===== src/rtl/adc0832_pkg.sv =====
// Shared types and constants for the ADC0832 transaction scheduler.
package adc0832_pkg;

    typedef enum logic [1:0] {
        ST_IDLE,
        ST_SETUP,
        ST_SHIFT,
        ST_GAP
    } state_t;

    localparam int MUX_BITS       = 3;
    localparam int SETTLE_PERIODS = 1;
    localparam int DATA_BITS      = 8;
    localparam int ECHO_BITS      = 7;
    localparam int TOTAL_PERIODS  = 19;

    // First SCLK period carrying the MSB, and first carrying the echo bit B1.
    localparam int FIRST_DATA_PERIOD = MUX_BITS + SETTLE_PERIODS + 1;
    localparam int FIRST_ECHO_PERIOD = FIRST_DATA_PERIOD + DATA_BITS;

    localparam logic START_BIT = 1'b1;
    localparam logic SGL_BIT   = 1'b1;

    // Value of DI during a given SCLK period: start, SGL/DIF, ODD/SIGN, then idle low.
    function automatic logic di_for_period(input logic [4:0] period, input logic channel);
        case (period)
            5'd1:    return START_BIT;
            5'd2:    return SGL_BIT;
            5'd3:    return channel;
            default: return 1'b0;
        endcase
    endfunction

endpackage


===== src/rtl/adc0832_scheduler_if.sv =====
// Bundle between the acquisition logic / ADC pins and the scheduler.
interface adc0832_scheduler_if;
    import adc0832_pkg::*;

    logic                 enable;
    logic                 continuous;
    logic                 start;
    logic                 scan_en;
    logic                 channel_sel;
    logic                 adc_do;
    logic                 adc_cs_n;
    logic                 adc_sclk;
    logic                 adc_di;
    logic [DATA_BITS-1:0] data_out;
    logic                 data_channel;
    logic                 data_valid;
    logic                 data_error;
    logic                 busy;

    modport master (
        output enable, continuous, start, scan_en, channel_sel, adc_do,
        input  adc_cs_n, adc_sclk, adc_di, data_out, data_channel, data_valid, data_error, busy
    );

    modport slave (
        input  enable, continuous, start, scan_en, channel_sel, adc_do,
        output adc_cs_n, adc_sclk, adc_di, data_out, data_channel, data_valid, data_error, busy
    );

endinterface


===== src/rtl/adc_sclk_gen.sv =====
// SCLK generator: half-period counter with strobes marking the clk where SCLK toggles.
module adc_sclk_gen #(
    parameter int HALF_DIV = 125
) (
    input  logic clk,
    input  logic rst,
    input  logic run,
    input  logic clear,
    input  logic hold_low,
    output logic sclk,
    output logic half_tick,
    output logic rise_tick,
    output logic fall_tick
);

    localparam logic [7:0] HALF_LAST = 8'(HALF_DIV - 1);

    logic [7:0] count;

    assign half_tick = run && (count == HALF_LAST);
    assign rise_tick = half_tick && !hold_low && !sclk;
    assign fall_tick = half_tick && sclk;

    // Count half-periods and flip SCLK at each boundary unless held low.
    always_ff @(posedge clk) begin
        if (rst || clear) begin
            count <= '0;
            sclk  <= 1'b0;
        end else if (run) begin
            if (half_tick) begin
                count <= '0;
            end else begin
                count <= count + 8'd1;
            end
            if (rise_tick) begin
                sclk <= 1'b1;
            end else if (fall_tick) begin
                sclk <= 1'b0;
            end
        end
    end

endmodule


===== src/rtl/adc0832_scheduler.sv =====
// Sequences complete ADC0832 conversions: mux addressing, MSB-first byte, LSB-first echo check.
module adc0832_scheduler
    import adc0832_pkg::*;
#(
    parameter int HALF_DIV = 125,
    parameter int CS_GAP   = 50
) (
    input logic clk,
    input logic rst,
    adc0832_scheduler_if.slave bus
);

    localparam logic [4:0] LAST_PERIOD = 5'(TOTAL_PERIODS);
    localparam logic [4:0] DATA_FIRST  = 5'(FIRST_DATA_PERIOD);
    localparam logic [4:0] DATA_LAST   = 5'(FIRST_ECHO_PERIOD - 1);
    localparam logic [4:0] ECHO_FIRST  = 5'(FIRST_ECHO_PERIOD);
    localparam logic [7:0] GAP_LAST    = 8'(CS_GAP - 1);

    state_t                 state, state_next;
    logic                   launch, finish, gap_done;
    logic                   sclk_run, sclk_clear, sclk;
    logic                   half_tick, rise_tick, fall_tick;
    logic [4:0]             period;
    logic [7:0]             gap_count;
    logic                   channel, scan_ptr;
    logic [DATA_BITS-1:0]   msb_byte;
    logic [ECHO_BITS-1:0]   lsb_bits;
    logic                   cs_n, di, busy;
    logic [DATA_BITS-1:0]   data_out;
    logic                   data_channel, data_valid, data_error;

    assign sclk_run   = (state == ST_SETUP) || (state == ST_SHIFT);
    assign sclk_clear = launch || !bus.enable;
    assign gap_done   = (state == ST_GAP) && (gap_count == GAP_LAST);

    assign bus.adc_cs_n     = cs_n;
    assign bus.adc_sclk     = sclk;
    assign bus.adc_di       = di;
    assign bus.busy         = busy;
    assign bus.data_out     = data_out;
    assign bus.data_channel = data_channel;
    assign bus.data_valid   = data_valid;
    assign bus.data_error   = data_error;

    adc_sclk_gen #(.HALF_DIV(HALF_DIV)) sclk_gen (
        .clk       (clk),
        .rst       (rst),
        .run       (sclk_run),
        .clear     (sclk_clear),
        .hold_low  (state == ST_SETUP),
        .sclk      (sclk),
        .half_tick (half_tick),
        .rise_tick (rise_tick),
        .fall_tick (fall_tick)
    );

    // State register.
    always_ff @(posedge clk) begin
        if (rst) begin
            state <= ST_IDLE;
        end else begin
            state <= state_next;
        end
    end

    // Next state plus launch/finish strobes; a continuous GAP end relaunches with no idle clk.
    always_comb begin
        state_next = state;
        launch     = 1'b0;
        finish     = 1'b0;
        if (!bus.enable) begin
            state_next = ST_IDLE;
        end else begin
            case (state)
                ST_IDLE: begin
                    if (bus.continuous || bus.start) begin
                        launch     = 1'b1;
                        state_next = ST_SETUP;
                    end
                end
                ST_SETUP: begin
                    if (half_tick) begin
                        state_next = ST_SHIFT;
                    end
                end
                ST_SHIFT: begin
                    if (fall_tick && (period == LAST_PERIOD)) begin
                        finish     = 1'b1;
                        state_next = ST_GAP;
                    end
                end
                ST_GAP: begin
                    if (gap_done) begin
                        if (bus.continuous) begin
                            launch     = 1'b1;
                            state_next = ST_SETUP;
                        end else begin
                            state_next = ST_IDLE;
                        end
                    end
                end
                default: state_next = ST_IDLE;
            endcase
        end
    end

    // Pin drive, bit capture, result publication and scan pointer; enable low aborts cleanly.
    always_ff @(posedge clk) begin
        if (rst) begin
            cs_n         <= 1'b1;
            di           <= 1'b0;
            busy         <= 1'b0;
            period       <= '0;
            gap_count    <= '0;
            channel      <= 1'b0;
            scan_ptr     <= 1'b0;
            msb_byte     <= '0;
            lsb_bits     <= '0;
            data_out     <= '0;
            data_channel <= 1'b0;
            data_valid   <= 1'b0;
            data_error   <= 1'b0;
        end else begin
            data_valid <= 1'b0;
            if (!bus.enable) begin
                cs_n     <= 1'b1;
                di       <= 1'b0;
                busy     <= 1'b0;
                scan_ptr <= 1'b0;
            end else begin
                if (launch) begin
                    channel <= bus.scan_en ? scan_ptr : bus.channel_sel;
                    cs_n    <= 1'b0;
                    di      <= START_BIT;
                    busy    <= 1'b1;
                    period  <= 5'd1;
                end
                if ((state == ST_SHIFT) && rise_tick) begin
                    if ((period >= DATA_FIRST) && (period <= DATA_LAST)) begin
                        msb_byte <= {msb_byte[DATA_BITS-2:0], bus.adc_do};
                    end else if (period >= ECHO_FIRST) begin
                        lsb_bits <= {bus.adc_do, lsb_bits[ECHO_BITS-1:1]};
                    end
                end
                if ((state == ST_SHIFT) && fall_tick) begin
                    if (finish) begin
                        cs_n         <= 1'b1;
                        di           <= 1'b0;
                        gap_count    <= '0;
                        data_out     <= msb_byte;
                        data_channel <= channel;
                        data_error   <= (lsb_bits != msb_byte[DATA_BITS-1:1]);
                        data_valid   <= 1'b1;
                        if (bus.scan_en) begin
                            scan_ptr <= ~scan_ptr;
                        end
                    end else begin
                        period <= period + 5'd1;
                        di     <= di_for_period(period + 5'd1, channel);
                    end
                end
                if ((state == ST_GAP) && !gap_done) begin
                    gap_count <= gap_count + 8'd1;
                end
                if (gap_done && !launch) begin
                    busy <= 1'b0;
                end
            end
        end
    end

endmodule

===== src/flat_wrapper.sv =====
// flat-port wrapper written by rule: the top's interface ports become plain ports
module adc0832_scheduler_flat import adc0832_pkg::*;
#(
    parameter int HALF_DIV = 125,
    parameter int CS_GAP   = 50
)
  (clk, rst, bus_enable, bus_continuous, bus_start, bus_scan_en, bus_channel_sel, bus_adc_do, bus_adc_cs_n, bus_adc_sclk, bus_adc_di, bus_data_out, bus_data_channel, bus_data_valid, bus_data_error, bus_busy);
  adc0832_scheduler_if bus_i ();
  input logic clk;
  input logic rst;
  input wire logic [$bits(bus_i.enable)-1:0] bus_enable;
  input wire logic [$bits(bus_i.continuous)-1:0] bus_continuous;
  input wire logic [$bits(bus_i.start)-1:0] bus_start;
  input wire logic [$bits(bus_i.scan_en)-1:0] bus_scan_en;
  input wire logic [$bits(bus_i.channel_sel)-1:0] bus_channel_sel;
  input wire logic [$bits(bus_i.adc_do)-1:0] bus_adc_do;
  output wire logic [$bits(bus_i.adc_cs_n)-1:0] bus_adc_cs_n;
  output wire logic [$bits(bus_i.adc_sclk)-1:0] bus_adc_sclk;
  output wire logic [$bits(bus_i.adc_di)-1:0] bus_adc_di;
  output wire logic [$bits(bus_i.data_out)-1:0] bus_data_out;
  output wire logic [$bits(bus_i.data_channel)-1:0] bus_data_channel;
  output wire logic [$bits(bus_i.data_valid)-1:0] bus_data_valid;
  output wire logic [$bits(bus_i.data_error)-1:0] bus_data_error;
  output wire logic [$bits(bus_i.busy)-1:0] bus_busy;
  assign bus_i.enable = bus_enable;
  assign bus_i.continuous = bus_continuous;
  assign bus_i.start = bus_start;
  assign bus_i.scan_en = bus_scan_en;
  assign bus_i.channel_sel = bus_channel_sel;
  assign bus_i.adc_do = bus_adc_do;
  assign bus_adc_cs_n = bus_i.adc_cs_n;
  assign bus_adc_sclk = bus_i.adc_sclk;
  assign bus_adc_di = bus_i.adc_di;
  assign bus_data_out = bus_i.data_out;
  assign bus_data_channel = bus_i.data_channel;
  assign bus_data_valid = bus_i.data_valid;
  assign bus_data_error = bus_i.data_error;
  assign bus_busy = bus_i.busy;
  adc0832_scheduler #(.HALF_DIV(HALF_DIV), .CS_GAP(CS_GAP)) u_core (.clk(clk), .rst(rst), .bus(bus_i));
endmodule

===== config.mk =====
export PLATFORM = sky130hd
export DESIGN_NAME = adc0832_scheduler_flat
export DESIGN_NICKNAME = d
export VERILOG_FILES = /design/src/rtl/adc0832_pkg.sv /design/src/rtl/adc0832_scheduler_if.sv /design/src/rtl/adc_sclk_gen.sv /design/src/rtl/adc0832_scheduler.sv /design/src/flat_wrapper.sv
export SDC_FILE = /design/constraint.sdc
export NUM_CORES = 1
export LEC_CHECK = 0
export CAP_MARGIN = 10
export CELL_PAD_IN_SITES_DETAIL_PLACEMENT = 0
export CELL_PAD_IN_SITES_GLOBAL_PLACEMENT = 2
export CORE_ASPECT_RATIO = 1.25
export CORE_MARGIN = 2
export CORE_UTILIZATION = 32
export DETAILED_ROUTE_END_ITERATION = 8
export PLACE_DENSITY_LB_ADDON = 0.1
export SLEW_MARGIN = 10
export SYNTH_ARGS = -nofsm -noshare
export SYNTH_HDL_FRONTEND = slang
export SYNTH_SLANG_ARGS = --single-unit

===== constraint.sdc =====
create_clock -name clk -period 2.2 [get_ports clk]
set_clock_uncertainty 0.15 [all_clocks]
set_input_delay 0.44 -clock clk [delete_from_list [all_inputs] [get_ports clk]]
set_output_delay 0.44 -clock clk [all_outputs]
set_load 0.02 [all_outputs]

Word-level counts from Yosys, hierarchy flattened
Index checks and enable logic that the tools add are counted.

Add/sub/neg operators: 3. Magnitude comparators: 3. Eq/ne operators: 14. Multiplexer cells: 32. Bitwise gates (word level): 4. Reductions and logical operators: 37.

Operators with widths (count): $mux 8 (4); $mux 1 (18); $add 8x1->8 const B (2); $mux 5 (3); $reduce_and 3->1 (4); $logic_and 1x1->1 (11); $eq 5x2->1 const B (2); $eq 8x6->1 const B (1); $eq 8x7->1 const B (1); $mux 2 (4); $pmux 2 s4 (1); $reduce_and 4->1 (2); $reduce_bool 2->1 (4); $ne 7x7->1 (1); $ne 2x1->1 const B (3); $reduce_or 3->1 (2); $add 5x1->5 const B (1); $eq 5x1->1 const B (1); $eq 5x5->1 const B (1); $ge 5x3->1 const B (1); $ge 5x4->1 const B (1); $le 5x4->1 const B (1); $logic_not 1->1 (5); $eq 2x2->1 const B (2); other kinds (8) (17).

Flip-flop bits (word level): 55. Input port bits: 8. Output and inout bits: 15. Logic and storage cells: 109.

Longest topological paths before layout
Gate-level depths: netlist (run 1).

Word-level depth: 11. Gate-level depth with buffers: 8. Gate-level depth less buffers: 7.

By module
A second synthesis (run 1) with hierarchy kept.

Cells, all modules: 324. Area total of the unflattened synthesis: 2896.5 µm².

By module, submodules not included: adc0832_scheduler (times used 1, cells each 272, area each 2418.6 µm², seq. area each 920.9 µm²); adc_sclk_gen (times used 1, cells each 52, area each 478.0 µm², seq. area each 180.2 µm²).

Least setup slack after synthesis (run 1)
Ideal clock, no wire load.

Path type: flip-flop to flip-flop. Start: reg u_core.state[0]. End: reg u_core.gap_count[7]. Library setup time: 0.070 ns. Arrival: 2.065 ns. Required time: 1.980 ns. Slack: -0.085 ns. Stages on the path, launching flop included: 8. Buffers on the path: 0. Period minus slack after synthesis: 2.285 ns. Path through: dfxtp_1 inv_1 ha_1 nand4b_2 nor4_4 o2111ai_1 or3_1 a21oi_1.

Word-level cells in the longest chain between the ends: 10. Elaborated cells between the ends (all ways): 18. Classes of those cells: eq/ne: 3; mux: 4; reduce/logical: 11.

RTL lines: from (decl) (line adc0832_scheduler.sv:19) `state_t state, state_next;`; from (signal assigned) (line adc0832_scheduler.sv:62) `state <= state_next;`; $eq 2x1->1 / $eq 2x2->1 (equally long branches) (line adc0832_scheduler.sv:32) `assign sclk_run = (state == ST_SETUP) || (state == ST_SHIFT);`; $logic_or 1x1->1 (*) (line adc0832_scheduler.sv:32); via u_core.sclk_gen.run (line adc_sclk_gen.sv:7) `input logic run,`; $logic_and 1x1->1 (*) (line adc_sclk_gen.sv:20) `assign half_tick = run && (count == HALF_LAST);`; $logic_and 1x1->1 (*) (line adc_sclk_gen.sv:22) `assign fall_tick = half_tick && sclk;`; $logic_and 1x1->1 (line adc0832_scheduler.sv:87) `if (fall_tick && (period == LAST_PERIOD)) begin`; $mux 1 (line adc0832_scheduler.sv:87); $mux 1 (line adc0832_scheduler.sv:74) `case (state)`; $mux 1 (line adc0832_scheduler.sv:71) `if (!bus.enable) begin`; $reduce_bool 2->1 (no source line); $reduce_and 3->1 (no source line) (*); to (signal assigned) (line adc0832_scheduler.sv:163) `gap_count <= gap_count + 8'd1;`; to (decl) (line adc0832_scheduler.sv:24) `logic [7:0] gap_count;`.

Mark *: on every way through the listed nets, which the timed path passes. The rest lies on a longest branch. A chain may end at the register's enable or synchronous reset.

Final worst setup path (run 1)
Start: reg u_core.state[1]. End: reg u_core.gap_count[7].

Same word-level chain as after synthesis.

==> results of run 1 <==
-- cell families after synthesis --
logic type	after synthesis	synth area share, %
AND/OR/NAND/NOR	131	25.4
buffers and inverters	22	3.15
AO/OA/AOI/OAI	64	14.7
multiplexers	10	3.71
flip-flops	55	40.8
XOR/XNOR	19	6.17
adder cells (fa/ha/maj)	13	6.03
-- through the flow --
| step | total power [mW] | TNS, ns | utilization, % |
|---|---|---|---|
| after floorplan | 1.12 | -0.0141 | - |
| after global placement | 1.21 | -1.82 | 40.7 |
| after detailed placement | 1.20 | -3.70 | 40.7 |
| after CTS | 1.92 | 0 | 42.1 |
| after global routing | 1.97 | -0.0148 | 42.5 |
| final | 1.89 | 0 | 42.5 |
-- layout make-up --
type	instances	area share [%]
Clock buffer	5	1.98
Clock inverter	3	1.33
Inverter	12	1.29
Multi-Input combinational cell	237	44.8
Sequential cell	55	31.6
Tap cell	97	3.49
Timing Repair Buffer	62	15.4
-- power groups by stage --
stage	Combinational (mW)	Clock, mW	Sequential (mW)
after detailed placement	0.171	0	1.03
after global routing	0.190	0.763	1.01
after floorplan	0.0838	0	1.04
final	0.172	0.702	1.01
after global placement	0.173	0	1.03
after CTS	0.172	0.733	1.01
-- repair_timing --
item,CTS,global route
resized for setup,0,6
buffers inserted,0,1
setup endpoints to repair,0,17
-- routing by layer --
layer | GRT usage [%] | share of wire, % | vias to the layer above
li1 | - | - | 1219
met1 | 20.5 | 50 | 1046
met2 | 24.2 | 46 | 26
met3 | 2.46 | 2.5 | 6
met4 | 4.31 | 1.2 | 0
met5 | 0 | 0 | -
-- tightest hold or removal path: stages (launching register included) --
cell	delay [ns]
dfxtp_1	0.32
nand2_1	0.05
a21oi_1	0.05
-- placed cells by master (no fill, tap or decap), types with 11 or more instances in the layout --
master           count
a21oi_1             25
buf_4               38
clkdlybuf4s50_1     22
dfxtp_1             55
ha_1                12
inv_1               11
nand2_1             41
nand4_1             11
nor2_1              35
o21ai_0             19
xor2_1              13
-- final timing paths --
kind | to | slack (ns) | cells after the start
worst min-delay path | u_core.bus.data_out[3] | 0.30 | 2
worst max-delay path | u_core.gap_count[7] | 0.10 | 8
worst max register to register | u_core.gap_count[7] | 0.10 | 8
worst min register to register | u_core.bus.data_out[3] | 0.30 | 2
-- flip-flops by register name (all words and copies together), names as in the netlist, 2 cells and up --
| signal | cells |
|---|---|
| u_core.bus.data_out | 8 |
| u_core.gap_count | 8 |
| u_core.msb_byte | 8 |
| u_core.sclk_gen.count | 8 |
| u_core.lsb_bits | 7 |
| u_core.period | 5 |
| u_core.state | 2 |
==> impl_results.md, run 1 <==
- Antenna violations before repair: 0
- Final WS setup: roughly 0.10 ns
- Post-DP HPWL: between 4000 and 5000 um
- Final nets: 394
- Post-synth EDFFs: 0
- Yosys cell types: 46
- Sequential cell area: about 0.0011 mm^2
- Post-Syn Nets: 335
- Height of the die: 107 um
- Reg clk slew, reported paths: between 0.1 and 0.15 ns
- Min Tclk post-route: 2.10 ns
- Tcrit/Tclk final: 95.3%
- MaxCap Viol Count: 0
- Place WS: -0.232 ns
- Crit path launch: u_core.state[1]
- Dpl cells: 462
- Reg-to-reg startpoint: u_core.state[1]
- Antenna-violating nets left: 0
- Largest net degree at the start of global routing: 25
- Critical path's slowest cell: or3_1
- TritonRoute pass-1 iters: 4
- Power per cell area: ~540 mW/mm^2
- GPL Wtd Cong: ~0.76
- Post-route DRC: 0
- Worst hold path type: reg2reg
- FILL cells: between 800 and 900
- Clock power frac: between 30% and 40%
- Vias in the first global route: ~2300
- Final hold vios: 0
- Cts hold-fix bufs: 0
- Dominant cells by area after synthesis: dfxtp_1 (41%), ha_1 (6.0%), nand2_1 (5.7%)
- Dpl cell area: approximately 0.0033 mm^2
- Syn avg cell area: 8.59 um^2
- Final Non-Filler Cells: ~470
- Peak supply drop: about 0.36 mV
- Synthesized area: between 0.002 and 0.003 mm^2
- Die ar.: approximately 0.0092 mm^2
- Achievable frequency: roughly 480 MHz
- WL/cell: ~13 um
- Synth Flop Type: dfxtp_1
- Switching Fraction: 24.2%
- Logic pwr share: under 10%
- Async S/R FF share, synth: 0%
- Via count: 2297
- H-tree Lvls: 2
- CP max FO: 5
- Core area: a little over 0.008 mm^2
- Syn. warnings: 0
- Slowest Stage Delay on Critical Path: 0.36 ns
- Hold Crit Start: u_core.bus.data_out[3]
- Cell Rows: 37
- Layout cells sized above 1: 16.3%
- Synth cell count leaders: dfxtp_1 (55), nand2_1 (41), nor2_1 (35), a21oi_1 (25), o21ai_0 (19)
- Arr. time, crit path: ~2.2 ns
- Vias per cell: slightly below 5
- Initial core utilization: 32.9%
- Global-route wire length before repair: around 11000 um
- Die W: around 86 um
- Top Ports: 23
- Multi-input logic area: 0.00156 mm^2
- Clk sinks: 55
- Most frequent cell after synthesis: dfxtp_1
- Status: completed
- Root Buffer: clkbuf_8
- Design area: between 0.003 and 0.004 mm^2
- Post-Syn Instances: around 310
- Post-synthesis sequential area ratio: 40.8%
- IO buf count: 22
- 1st-iter DRT viols: 67
- CP cell instances: inv_1, ha_4, nand4b_4, nor4_4, buf_4, o2111ai_1, or3_1, a21oi_1
- Net Switching: about 0.46 mW
- Final WL: 6360 um
- CTS Buf Count: 5
- #FFs+latches synth: 55
- Register share of total power: 53.6%
- Crit end category: flop
- Max-slew headroom: 75.8%
- CTS Buffer Depth: 2
- Worst Tran Pin Value: 0.359 ns
- CP Buf/Inv Count: 2
- CP Class: reg2reg
- Crit-path leading delay family: simple AND/OR/NAND/NOR gates
- Top-area cell type share of the netlist area: approximately two fifths
- Leading area contributor after synthesis: dfxtp_1
- Final setup fails: 0
- Worst skew pair latency: between 0.3 and 0.4 ns
- Layout Area Growth over Synthesis: 29.0%
- Worst Path Required: approximately 2.3 ns
- Global Route Usage Sum: between 10 and 15%
- Pint: around 1.4 mW
- Fin Hold WS: 0.304 ns
- Static Leakage: 1.28 nW
- Diodes inserted: 0
- Slew Limit Fails: 0
- GRT overflow: 0
- Startpoint Class: flop
- CTS tree: built
Note: power is estimated with default switching activity, not from simulation.
==> run 2, diff against run 1 <==
--- a/config.mk
+++ b/config.mk
@@ -12,6 +12,7 @@
 export CORE_MARGIN = 2
 export CORE_UTILIZATION = 32
 export DETAILED_ROUTE_END_ITERATION = 8
+export HOLD_SLACK_MARGIN = 0.02
 export PLACE_DENSITY_LB_ADDON = 0.1
 export SLEW_MARGIN = 10
 export SYNTH_ARGS = -nofsm -noshare
==> results of run 2 <==
Same layout as run 1: the final DEF is identical, and so are final timing and power.
